`src/rtl/ysyx_23060187_mdu_if.sv`:
```
// Request/response handshake bundle between the EXU and the iterative multiply/divide unit.
interface ysyx_23060187_mdu_if #(
  parameter int XLEN = 32
);
  logic            in_valid;
  logic            in_ready;
  logic [2:0]      op;
  logic [XLEN-1:0] opnum1;
  logic [XLEN-1:0] opnum2;
  logic            out_valid;
  logic            out_ready;
  logic [XLEN-1:0] result;
  logic            zero;
  logic            div_by_zero;

  modport master (
    output in_valid, op, opnum1, opnum2, out_ready,
    input  in_ready, out_valid, result, zero, div_by_zero
  );

  modport slave (
    input  in_valid, op, opnum1, opnum2, out_ready,
    output in_ready, out_valid, result, zero, div_by_zero
  );
endinterface

```
`src/rtl/ysyx_23060187_mdu.sv`:
```
// Iterative RV32M/RV64M multiply/divide unit: shift-add multiply, restoring divide,
// one result bit per cycle on unsigned magnitudes with a final sign-fix cycle.
module ysyx_23060187_mdu #(
  parameter int XLEN = 32
) (
  input  logic                clk,
  input  logic                rst_n,
  input  logic                flush,
  ysyx_23060187_mdu_if.slave  bus
);
  localparam int CNT_W = $clog2(XLEN);

  localparam logic [1:0] S_IDLE = 2'd0;
  localparam logic [1:0] S_CALC = 2'd1;
  localparam logic [1:0] S_FIX  = 2'd2;
  localparam logic [1:0] S_DONE = 2'd3;

  localparam logic [XLEN-1:0] MIN_NEG = {1'b1, {(XLEN-1){1'b0}}};

  logic [1:0]        state_q, state_d;
  logic [2:0]        op_q, op_d;
  logic              sign1_q, sign1_d;
  logic              sign2_q, sign2_d;
  logic [XLEN-1:0]   opb_q, opb_d;
  logic [2*XLEN-1:0] acc_q, acc_d;
  logic [CNT_W-1:0]  cnt_q, cnt_d;
  logic [XLEN-1:0]   result_q, result_d;
  logic              zero_q, zero_d;
  logic              dbz_q, dbz_d;

  logic              sgn1, sgn2;
  logic [XLEN-1:0]   mag1, mag2;
  logic              divZero, divOvf;
  logic [XLEN-1:0]   specResult;
  logic [XLEN-1:0]   mulAddend;
  logic [XLEN:0]     mulSum;
  logic [XLEN:0]     divShift, divTrial;
  logic [2*XLEN-1:0] prodFix;
  logic [XLEN-1:0]   quoFix, remFix, fixResult;

  // MULH/DIV/REM treat both operands as signed, MULHSU only rs1.
  assign sgn1 = bus.opnum1[XLEN-1] &
                (bus.op == 3'b001 || bus.op == 3'b010 || bus.op == 3'b100 || bus.op == 3'b110);
  assign sgn2 = bus.opnum2[XLEN-1] &
                (bus.op == 3'b001 || bus.op == 3'b100 || bus.op == 3'b110);
  assign mag1 = sgn1 ? -bus.opnum1 : bus.opnum1;
  assign mag2 = sgn2 ? -bus.opnum2 : bus.opnum2;

  assign divZero    = bus.op[2] && (bus.opnum2 == '0);
  assign divOvf     = bus.op[2] && !bus.op[0] && (bus.opnum1 == MIN_NEG) && (bus.opnum2 == '1);
  assign specResult = divZero ? (bus.op[1] ? bus.opnum1 : '1) : (bus.op[1] ? '0 : MIN_NEG);

  assign mulAddend = acc_q[0] ? opb_q : '0;
  assign mulSum    = {1'b0, acc_q[2*XLEN-1:XLEN]} + {1'b0, mulAddend};
  assign divShift  = acc_q[2*XLEN-1:XLEN-1];
  assign divTrial  = divShift - {1'b0, opb_q};

  // Remainder follows the dividend's sign; quotient and product follow sign1^sign2.
  assign prodFix   = (sign1_q ^ sign2_q) ? -acc_q : acc_q;
  assign quoFix    = (sign1_q ^ sign2_q) ? -acc_q[XLEN-1:0] : acc_q[XLEN-1:0];
  assign remFix    = sign1_q ? -acc_q[2*XLEN-1:XLEN] : acc_q[2*XLEN-1:XLEN];
  assign fixResult = op_q[2] ? (op_q[1] ? remFix : quoFix)
                             : ((op_q == 3'b000) ? prodFix[XLEN-1:0] : prodFix[2*XLEN-1:XLEN]);

  always_comb begin
    state_d  = state_q;
    op_d     = op_q;
    sign1_d  = sign1_q;
    sign2_d  = sign2_q;
    opb_d    = opb_q;
    acc_d    = acc_q;
    cnt_d    = cnt_q;
    result_d = result_q;
    zero_d   = zero_q;
    dbz_d    = dbz_q;
    case (state_q)
      S_IDLE: begin
        if (bus.in_valid) begin
          op_d    = bus.op;
          sign1_d = sgn1;
          sign2_d = sgn2;
          cnt_d   = '0;
          if (divZero || divOvf) begin
            result_d = specResult;
            zero_d   = (specResult == '0);
            dbz_d    = divZero;
            state_d  = S_DONE;
          end else begin
            dbz_d   = 1'b0;
            state_d = S_CALC;
            if (bus.op[2]) begin
              acc_d = {{XLEN{1'b0}}, mag1};
              opb_d = mag2;
            end else begin
              acc_d = {{XLEN{1'b0}}, mag2};
              opb_d = mag1;
            end
          end
        end
      end
      S_CALC: begin
        if (op_q[2]) begin
          acc_d = divTrial[XLEN] ? {divShift[XLEN-1:0], acc_q[XLEN-2:0], 1'b0}
                                 : {divTrial[XLEN-1:0], acc_q[XLEN-2:0], 1'b1};
        end else begin
          acc_d = {mulSum, acc_q[XLEN-1:1]};
        end
        if (cnt_q == CNT_W'(XLEN-1)) begin
          cnt_d   = '0;
          state_d = S_FIX;
        end else begin
          cnt_d = cnt_q + CNT_W'(1);
        end
      end
      S_FIX: begin
        result_d = fixResult;
        zero_d   = (fixResult == '0);
        state_d  = S_DONE;
      end
      default: begin
        if (bus.out_ready) state_d = S_IDLE;
      end
    endcase
    if (flush) begin
      state_d  = S_IDLE;
      cnt_d    = '0;
      result_d = result_q;
      zero_d   = zero_q;
      dbz_d    = dbz_q;
    end
  end

  always_ff @(posedge clk) begin
    if (!rst_n) begin
      state_q  <= S_IDLE;
      op_q     <= '0;
      sign1_q  <= 1'b0;
      sign2_q  <= 1'b0;
      opb_q    <= '0;
      acc_q    <= '0;
      cnt_q    <= '0;
      result_q <= '0;
      zero_q   <= 1'b0;
      dbz_q    <= 1'b0;
    end else begin
      state_q  <= state_d;
      op_q     <= op_d;
      sign1_q  <= sign1_d;
      sign2_q  <= sign2_d;
      opb_q    <= opb_d;
      acc_q    <= acc_d;
      cnt_q    <= cnt_d;
      result_q <= result_d;
      zero_q   <= zero_d;
      dbz_q    <= dbz_d;
    end
  end

  assign bus.in_ready    = (state_q == S_IDLE);
  assign bus.out_valid   = (state_q == S_DONE);
  assign bus.result      = result_q;
  assign bus.zero        = zero_q & bus.out_valid;
  assign bus.div_by_zero = dbz_q & bus.out_valid;
endmodule

```
`src/flat_wrapper.sv`:
```
// flat-port wrapper written by rule: the top's interface ports become plain ports
module ysyx_23060187_mdu_flat 
#(
  parameter int XLEN = 32
)
  (clk, rst_n, flush, bus_in_valid, bus_op, bus_opnum1, bus_opnum2, bus_out_ready, bus_in_ready, bus_out_valid, bus_result, bus_zero, bus_div_by_zero);
  ysyx_23060187_mdu_if #(.XLEN(XLEN)) bus_i ();
  input  logic clk;
  input  logic rst_n;
  input  logic flush;
  input wire logic [$bits(bus_i.in_valid)-1:0] bus_in_valid;
  input wire logic [$bits(bus_i.op)-1:0] bus_op;
  input wire logic [$bits(bus_i.opnum1)-1:0] bus_opnum1;
  input wire logic [$bits(bus_i.opnum2)-1:0] bus_opnum2;
  input wire logic [$bits(bus_i.out_ready)-1:0] bus_out_ready;
  output wire logic [$bits(bus_i.in_ready)-1:0] bus_in_ready;
  output wire logic [$bits(bus_i.out_valid)-1:0] bus_out_valid;
  output wire logic [$bits(bus_i.result)-1:0] bus_result;
  output wire logic [$bits(bus_i.zero)-1:0] bus_zero;
  output wire logic [$bits(bus_i.div_by_zero)-1:0] bus_div_by_zero;
  assign bus_i.in_valid = bus_in_valid;
  assign bus_i.op = bus_op;
  assign bus_i.opnum1 = bus_opnum1;
  assign bus_i.opnum2 = bus_opnum2;
  assign bus_i.out_ready = bus_out_ready;
  assign bus_in_ready = bus_i.in_ready;
  assign bus_out_valid = bus_i.out_valid;
  assign bus_result = bus_i.result;
  assign bus_zero = bus_i.zero;
  assign bus_div_by_zero = bus_i.div_by_zero;
  ysyx_23060187_mdu #(.XLEN(XLEN)) u_core (.clk(clk), .rst_n(rst_n), .flush(flush), .bus(bus_i));
endmodule
```
`config.mk`:
```
export PLATFORM = sky130hd
export DESIGN_NAME = ysyx_23060187_mdu_flat
export DESIGN_NICKNAME = d
export VERILOG_FILES = /design/src/rtl/ysyx_23060187_mdu_if.sv /design/src/rtl/ysyx_23060187_mdu.sv /design/src/flat_wrapper.sv
export SDC_FILE = /design/constraint.sdc
export NUM_CORES = 1
export LEC_CHECK = 0
export ABC_CLOCK_PERIOD_IN_PS = 4700
export BUFFER_PORTS_ARGS = -buffer_cell sky130_fd_sc_hd__clkbuf_2
export CORE_MARGIN = 3
export CORE_UTILIZATION = 30
export DETAILED_ROUTE_END_ITERATION = 8
export GPL_ROUTABILITY_DRIVEN = 0
export MAX_ROUTING_LAYER = met4
export PLACE_DENSITY = 0.41
export SYNTH_ARGS = -nofsm -noshare
export SYNTH_HDL_FRONTEND = slang
export SYNTH_SLANG_ARGS = --single-unit
export TNS_END_PERCENT = 20
```
`constraint.sdc`:
```
create_clock -name clk -period 4.7 [get_ports clk]
set_input_delay 0.235 -clock clk [delete_from_list [all_inputs] [get_ports clk]]
set_output_delay 0.235 -clock clk [all_outputs]
set_load 0.02 [all_outputs]
```
==> results of run 1 <==
==> worst reg2reg max path: stages, from the launching register on <==
cell and delay [ps]:
dfxtp_1 410, buf_4 250, nor4_1 990, nand4_1 170, buf_4 240, or3_1 350
or4_1 410, o211ai_1 150, a221o_1 310, nor4b_1 270, nand4_1 170, o31ai_2 270
==> power groups by stage <==
stage | Combinational, mW | Sequential [mW] | Clock [mW]
global placement | 1.44 | 1.40 | 0
detailed placement | 1.43 | 1.40 | 0
floorplan | 0.921 | 1.34 | 0
CTS | 1.44 | 1.38 | 1.50
finish | 1.47 | 1.38 | 1.47
global route | 1.58 | 1.39 | 1.55
==> routing by layer <==
metal / wire (um) / up-vias / track usage [%]
li1: - / 8223 / -
met3: 5130 / 122 / 5.68
met1: 33400 / 8354 / 36.4
met4: 2570 / 0 / 9.35
met5: 0 / - / -
met2: 32500 / 631 / 40.9
==> cells in the final DEF, fill, tap and decap left out, drive strengths merged, types with 28 or more instances in the layout <==
cell and instances:
nand2 185, ha 76, xor2 77, xnor2 87, a31oi 49, nand3 51, nor4 46, a21o 28
a21oi 191, nor2 264, dfxtp 142, clkbuf 124, a211oi 80, buf 79, nand4 31, inv 77
mux2 30, o31ai 34, o21ai 141, mux2i 40, nor3 54
==> final cells by class <==
type / instances / area, sq um
diodes: 1 / 2.50
clock buffers: 18 / 429
clock inverters: 14 / 166
fillers: 5667 / 33900
inverters: 76 / 285
multi-input cells: 1821 / 11900
flip-flops and latches: 142 / 2840
well taps: 680 / 851
repair buffers: 185 / 1150
==> registers in the layout, summed over array words and instances, names as in the netlist <==
signal / cells
u_core.zero_q: 1
u_core.sign2_q: 1
u_core.sign1_q: 1
u_core.cnt_q: 5
u_core.bus.result: 32
u_core.dbz_q: 1
u_core.opb_q: 32
u_core.op_q: 3
u_core.state_q: 2
u_core.acc_q: 64
==> per-stage QoR <==
stage / setup slack [ps] / std cells / cell area (sq um) / power, mW
2_1_floorplan: 1300 / 2210 / 15700 / 2.26
3_3_place_gp: 592 / 2904 / 17000 / 2.84
3_5_place_dp: 687 / 2904 / 17000 / 2.84
4_1_cts: 648 / 2936 / 17600 / 4.31
5_1_grt: 310 / 2936 / 17600 / 4.52
6_report: 645 / 2937 / 17600 / 4.32
==> synth_stat cells (all sizes together) (34+ instances only) <==
cell type    n
nor2       264
a21oi      191
nand2      185
clkbuf     147
dfxtp      142
o21ai      141
xnor2       87
a211oi      80
xor2        77
ha          76
inv         75
nor3        54
nand3       51
a31oi       49
nor4        46
mux2i       40
o31ai       34
==> logic make-up (layout without fill, tap and decap cells) <==
group | after synthesis | in the layout
and+or+nand+nor | 781 | 781
AOI/OAI and AO/OA | 728 | 728
buffers and inverters | 247 | 293
xor gates and xnor gates | 164 | 164
DFF | 142 | 142
adders and majority gates | 78 | 78
muxes | 70 | 70
other | 0 | 1
==> final timing paths <==
kind	slack, ps	endpoint	cells past startpoint	start
setup / recovery	640	u_core.zero_q	11	u_core.acc_q[42]
hold / removal	130	u_core.dbz_q	3	flush
setup reg to reg	640	u_core.zero_q	11	u_core.acc_q[42]
hold reg to reg	460	u_core.opb_q[16]	2	u_core.opb_q[16]
==> run metrics, run 1 <==
status complete, no violations; worst hold slack 131 ps; CTS root buffer clkbuf_16; clock sinks 142; antenna-violating nets left 0; DP HPWL 57800 um; Net Sw Frac 39.9%; area share of the largest cell type after synthesis 18.2%; synthesized flop and latch total 142; Fin Clk Skew 16.9 ps; CP Launch Type register; GR Util All Layers 27.3%; Initial Util 30.4%; minimum clock period 4060 ps; syn_nets 2360; CTS H-tree depth 4; Core Area 51500 sq um; critical path type reg -> reg; Comb pwr share 34.0%; main area contributors after synthesis dfxtp_1, nor2_1, a21oi_1; CP top delay family simple AND/OR/NAND/NOR gates; Max clock buf depth 2; Synth async-reset ratio 0%; syn avg cell area 7.09 sq um; NumNets Final 2393; io pins 108; Internal Power 2.60 mW; compound-gate portion of the synthesized area 30.5%; IO Port Bufs 107; Die W 234 um; RSZ-0062 raised after global routing no; worst skew pair latency 500 ps; CP Data Arrival Time 4470 ps; Distinct cells, synth 87; full die area 55000 sq um; number of flops mapped to enable cells by yosys 0; Simple-Gate Fraction of Synth Area 24.9%; Hold Violations, Final 0; final setup TNS 0 ps; cell taking the most area after synthesis dfxtp_1; XOR/XNOR Fraction of Synth Area 9.17%; Clock Power Share 34.1%; Power Dens Cells 245 nW/um^2; Least-Margin Pin Slew 1170 ps; Adder-Cell Fraction of Synth Area 6.33%; DRT Wirelength 73600 um; Req. time, crit path 5120 ps; post-CTS setup buffer count 0; First DRT Iteration DRCs 1698; final core utilization 34.2%; relative slew slack 21.1%; part of the Yosys area used for sequential elements 18.2%; die height 234 um; grt ovf 0; Max Clock Freq 247 MHz; largest net degree at the start of global routing 100; Critical Path Slowest Stage Cell nor4_1; number of global-route vias before repair 16256; Synth Instances 2210; post-cts hold buffer count 0; leakage power 6.90 nW; max-slew violations 0; Site Rows 83; slowest stage delay, CP 980 ps; CTS tree yes; first-pass GRT wire length 108000 um; CP endpoint kind register; Max-cap violations 0; crit path cell chain buf_4 -> nor4_1 -> nand4_1 -> buf_4 -> or3_1 -> or4_1 -> o211ai_1 -> a221o_1 -> nor4b_1 -> nand4_1 -> o31ai_2; Seq pwr share 31.9%; post-synthesis mux area share 4.71%; Main synth FF type dfxtp_1; DR WL/cell 25.1 um; Tcrit/Tclk final 86.3%; Net Sw Power 1.73 mW; clock-pin transition on the worst setup and hold timing paths 80 ps; DR pass1 iterations 5; TritonCTS Buffers 17; largest family of logic cells by synthesized area compound AO/OA/AOI/OAI gates; setup violators final 0; Vias/cell 5.90; Peak supply drop 252 uV; Post-CTS Resized 0; synth warn 0; initial antenna violation count 0; Hold Crit Class in -> reg; mapped cell area 15700 sq um; CP max FO 10; vias post-DR 17330; DRC errors left 0; WP buf/inv 2; layout cells sized above 1 13.0%; P&R area growth vs syn 12.7%
No activity file was read; power rests on OpenSTA's default activity.
==> run 2: changes to the inputs <==
--- a/config.mk
+++ b/config.mk
@@ -5,14 +5,14 @@
 export SDC_FILE = /design/constraint.sdc
 export NUM_CORES = 1
 export LEC_CHECK = 0
-export ABC_CLOCK_PERIOD_IN_PS = 4700
+export ABC_CLOCK_PERIOD_IN_PS = 3700
 export BUFFER_PORTS_ARGS = -buffer_cell sky130_fd_sc_hd__clkbuf_2
 export CORE_MARGIN = 3
 export CORE_UTILIZATION = 30
 export DETAILED_ROUTE_END_ITERATION = 8
 export GPL_ROUTABILITY_DRIVEN = 0
 export MAX_ROUTING_LAYER = met4
-export PLACE_DENSITY = 0.41
+export PLACE_DENSITY = 0.43
 export SYNTH_ARGS = -nofsm -noshare
 export SYNTH_HDL_FRONTEND = slang
 export SYNTH_SLANG_ARGS = --single-unit
==> constraint.sdc (replaced) <==
create_clock -name clk -period 3.7 [get_ports clk]
set_input_delay 0.185 -clock clk [delete_from_list [all_inputs] [get_ports clk]]
set_output_delay 0.185 -clock clk [all_outputs]
set_load 0.02 [all_outputs]
==> run metrics, run 2 (synthesis gave the netlist of run 1 again) <==
total power 5.61 mW; Site Rows 83; clock-pin transition on the worst setup and hold timing paths 70 ps; CP endpoint kind register; Die W 234 um; First DRT Iteration DRCs 1950; vias post-DR 17731; initial antenna violation count 2; DR pass1 iterations 8; first-pass GRT wire length 107000 um; number of global-route vias before repair 16043; IO Port Bufs 107; clock sinks 142; Vias/cell 5.92; leakage power 7.22 nW; layout cells sized above 1 15.3%; relative slew slack 40.4%; Least-Margin Pin Slew 893 ps; minimum clock period 3540 ps; Power Dens Cells 309 nW/um^2; Hold Crit Class in -> reg; antenna-violating nets left 0; max reg flops 64; DRT Wirelength 73400 um; die height 234 um; worst hold slack 89.4 ps; CTS tree yes; GR Util All Layers 26.9%; Hold Violations, Final 0; CTS H-tree depth 4; CP Launch Type register; DP HPWL 58600 um; CP max FO 20; Core Area 51500 sq um; area of the multi-input gates 11900 sq um; Storage cell area 2850 sq um; DR WL/cell 24.5 um; CP Data Arrival Time 3880 ps; Req. time, crit path 4040 ps; Initial Util 30.4%; Biggest register u_core.acc_q; Max-cap violations 0; Setup WS post-layout 158 ps; Max clock buf depth 2; Final Non-Filler Cells 2995; pre-CTS WS 176 ps; worst skew pair latency 480 ps; CTS root buffer clkbuf_16; r2r setup slk 160 ps; post-cts hold buffer count 0; most common cell after layout, fill and taps aside nor2_1; fill count 5593; Tcrit/Tclk final 95.7%; max-slew violations 0; Cells after DPL 2961; P&R area growth vs syn 15.9%; full die area 55000 sq um; most frequent cells in the layout nor2_1, a21oi_1, nand2_1; status complete, no violations; Fin Clk Skew 9.32 ps; Max Clock Freq 282 MHz; largest net degree at the start of global routing 100; DRC errors left 0; RSZ-0062 raised after global routing yes; critical path type reg -> reg; grt ovf 0; setup violators final 0; TritonCTS Buffers 17; Peak supply drop 299 uV; NumNets Final 2450; io pins 108
-- run 2: cell types whose count changed in the layout (fill, tap and decap cells not counted), moves of 2 or more --
| cell | delta |
|---|---|
| buf_4 | +54 |
| clkbuf_8 | +4 |
| clkinv_4 | +2 |
| clkinv_2 | -2 |
| a2111oi_0 | -2 |
| clkinvlp_4 | -4 |
| inv_6 | -2 |
| buf_12 | +2 |
| a2111oi_1 | +2 |
-- run 2: final timing paths --
check	startpoint	end	cells after the start
worst max register to register	u_core.acc_q[47]	u_core.acc_q[42]	11
worst min register to register	u_core.opb_q[2]	u_core.opb_q[2]	2
worst max-delay path	u_core.acc_q[47]	u_core.acc_q[42]	11
worst min-delay path	flush	u_core.dbz_q	3
-- run 2: worst max-delay path, stage by stage, from the launching register on --
cell	delay [ps]
dfxtp_1	790
ha_1	400
nand4_1	150
nor2_1	210
o21ai_0	130
a31oi_1	300
o21ai_2	150
xnor2_2	440
buf_12	260
mux2_2	360
nand3_1	80
o311ai_0	120
-- run 2: routing by layer --
| metal | vias to the layer above | wire length (um) | global-route usage [%] |
|---|---|---|---|
| met5 | - | 0 | - |
| met1 | 8477 | 34400 | 38.6 |
| li1 | 8357 | - | - |
| met3 | 117 | 5360 | 4.37 |
| met2 | 780 | 31300 | 38.5 |
| met4 | 0 | 2380 | 8.31 |
-- run 2: where the power goes --
| group | leakage, nW | internal [mW] | total (mW) | switching [mW] |
|---|---|---|---|---|
| combinational | 5.75 | 0.689 | 1.95 | 1.26 |
| sequential | 1.16 | 1.61 | 1.73 | 0.120 |
| clock | 0.317 | 1.20 | 1.94 | 0.738 |
| total | 7.22 | 3.49 | 5.61 | 2.12 |
-- run 2: cell type report --
class | instances | area share (%)
clock buffers | 23 | 2.69
diodes | 2 | 0.0276
repair buffers | 242 | 8.81
multi-input cells | 1821 | 65.7
clock inverters | 9 | 0.862
inverters | 76 | 1.57
flip-flops and latches | 142 | 15.7
well taps | 680 | 4.69
-- run 2: what timing repair did --
action,CTS,global route
hold endpoints to repair,0,0
gates resized for setup,0,5
setup endpoints to repair,0,9
setup buffers,0,0
-- run 2: metrics by stage --
| stage | area (sq um) | setup TNS [ps] | util [%] |
|---|---|---|---|
| global route | 18200 | -4.15 | 35.2 |
| floorplan | 15700 | 0 | - |
| global placement | 17500 | 0 | 34.0 |
| finish | 18200 | 0 | 35.2 |
| detailed placement | 17500 | 0 | 34.0 |
| CTS | 18100 | 0 | 35.2 |
==> run 3: changes to the inputs <==
--- a/config.mk
+++ b/config.mk
@@ -5,6 +5,7 @@
 export SDC_FILE = /design/constraint.sdc
 export NUM_CORES = 1
 export LEC_CHECK = 0
+export ABC_AREA = 1
 export ABC_CLOCK_PERIOD_IN_PS = 3700
 export BUFFER_PORTS_ARGS = -buffer_cell sky130_fd_sc_hd__clkbuf_2
 export CORE_MARGIN = 3
@@ -16,4 +17,4 @@
 export SYNTH_ARGS = -nofsm -noshare
 export SYNTH_HDL_FRONTEND = slang
 export SYNTH_SLANG_ARGS = --single-unit
-export TNS_END_PERCENT = 20
+export TNS_END_PERCENT = 1
==> run metrics, run 3 <==
status complete, no violations; first-pass GRT wire length 130000 um; CP endpoint u_core.acc_q[60]; Critical R2R Launch u_core.acc_q[0]; DR WL/cell 21.8 um; CTS root buffer clkbuf_16; DP HPWL 70800 um; r2r setup slk 460 ps; Critical Path Slowest Stage Cell a21oi_1; Max-cap violations 0; most frequent CP cell nand2_1; full die area 62500 sq um; Max Clock Freq 308 MHz; Register-to-Register Path Depth 16; Synth Instances 3176; DR pass1 iterations 6; TritonCTS Buffers 17; vias post-DR 21900; layout cells sized above 1 10.4%; Hold Violations, Final 0; grt ovf 0; max-slew violations 0; initial antenna violation count 1; setup violators final 0; Hold Crit Class in -> reg; GR Util All Layers 28.0%; worst skew pair latency 500 ps; DRT Wirelength 87500 um; number of flops mapped to enable cells by yosys 0; Main synth FF type dfxtp_1; post-CTS setup buffer count 0; leakage power 9.43 nW; Power Dens Cells 323 nW/um^2; synthesized flop and latch total 142; cell taking the most area after synthesis nand2_1; main area contributors after synthesis nand2_1, dfxtp_1, nand3_1; minimum clock period 3240 ps; Vias/cell 5.46; count leader, synth nand2_1; WP buf/inv 3; post-cts hold buffer count 0; CP top delay family compound AO/OA/AOI/OAI gates; Max clock buf depth 2; NumNets Final 3383; area share of the largest cell type after synthesis 18.7%; die height 250 um; crit path cell chain buf_12 -> nand2_1 -> inv_1 -> ha_1 -> a21oi_1 -> nand2_1 -> a21boi_0 -> o21ai_0 -> a21oi_1 -> or2_2 -> nand3_1 -> nand2_1 -> o21ai_1 -> inv_1 -> nand2_1 -> a21oi_1; First DRT Iteration DRCs 2177; most common cell after layout, fill and taps aside nand2_1; CP Launch Type register; Site Rows 88; IO Port Bufs 107; Req. time, crit path 4130 ps; DRC errors left 0; Tcrit/Tclk final 87.6%; Cells after DPL 3979; syn avg cell area 5.62 sq um; max reg flops 64; Synth top cells by count nand2_1, inv_1, nor2_1; Biggest register u_core.acc_q; part of the Yosys area used for sequential elements 15.9%; Fin Clk Skew 16.3 ps; mapped cell area 17900 sq um; Die W 250 um; Critical R2R Capture u_core.acc_q[60]; Critical path origin u_core.acc_q[0]; CP endpoint kind register; Post-CTS Resized 0; Least-Margin Pin Slew 920 ps; CTS H-tree depth 4; clock sinks 142; io pins 108; clock-pin transition on the worst setup and hold timing paths 80 ps; number of global-route vias before repair 20405; hold path cells 3; Initial Util 30.7%; Core Area 58200 sq um; P&R area growth vs syn 10.9%; synth warn 0; most frequent cells in the layout nand2_1, inv_1, nor2_1; relative slew slack 38.6%; CP Data Arrival Time 3670 ps; critical path type reg -> reg; Final Non-Filler Cells 4011; Peak supply drop 307 uV; syn_nets 3326; antenna-violating nets left 0; slowest stage delay, CP 470 ps; final setup TNS 0 ps; ant diodes 0; Stages on worst setup path 16; RSZ-0062 raised after global routing no; Synth async-reset ratio 0%; Distinct cells, synth 61; largest net degree at the start of global routing 71; CP max FO 35; CTS tree yes
## run 3: worst register-to-register path: cells and delay by family, from the launching register on
kind / cells / cell delay (ps)
DFF: 1 / 380
adders and majority gates: 1 / 270
and+or+nand+nor: 6 / 650
AOI/OAI and AO/OA: 6 / 1490
buffers and inverters: 3 / 380
## run 3: area by class of cell
type | count | area, sq um
flip-flops and latches | 142 | 2850
repair buffers | 180 | 1110
multi-input cells | 2542 | 13000
fillers | 6621 | 38400
well taps | 765 | 957
clock inverters | 14 | 135
clock buffers | 18 | 439
inverters | 350 | 1330
## run 3: worst min path at each step
stage                          start                    end  slack, ps
4_1_cts                        flush           u_core.dbz_q         40
5_1_grt                        flush           u_core.dbz_q         70
6_report                       flush           u_core.dbz_q         50
3_5_place_dp   u_core.bus.result[23]  u_core.bus.result[23]        460
2_1_floorplan                  flush           u_core.dbz_q        370
3_3_place_gp   u_core.bus.result[10]  u_core.bus.result[10]        460
## run 3: layer usage
layer	global-route usage (%)	vias to the layer above	wire [um]
li1	-	10606	-
met1	36.2	10244	38400
met2	42.8	888	38100
met3	4.64	162	6520
met4	12.8	0	4480
met5	-	-	0
## run 3: cells by family after synthesis
logic type / count (synthesis) / synth area share (%)
xor+xnor: 92 / 4.56
buf+inv: 492 / 11.4
compound gates: 696 / 21.6
simple gates: 1676 / 40.9
fa+ha+maj: 78 / 5.55
flops: 142 / 15.9
## run 3: power by group
part / switching [mW] / total, mW / internal (mW)
clock: 0.898 / 1.81 / 0.911
sequential: 0.145 / 1.76 / 1.61
combinational: 2.04 / 2.83 / 0.795
total: 3.08 / 6.40 / 3.32
## run 3: stage by stage
stage                     area [sq um]  utilization (%)  worst slack (ps)  power, mW  hold slack [ps]
after floorplan                  17900                -               926       3.54              366
after CTS                        19800             34.0               489       6.37             38.5
after detailed placement         19200             33.0               511       4.55              461
final                            19800             34.0               458       6.40             48.8
after global routing             19800             34.0               226       6.75             66.0
after global placement           19200             33.0               470       4.55              458
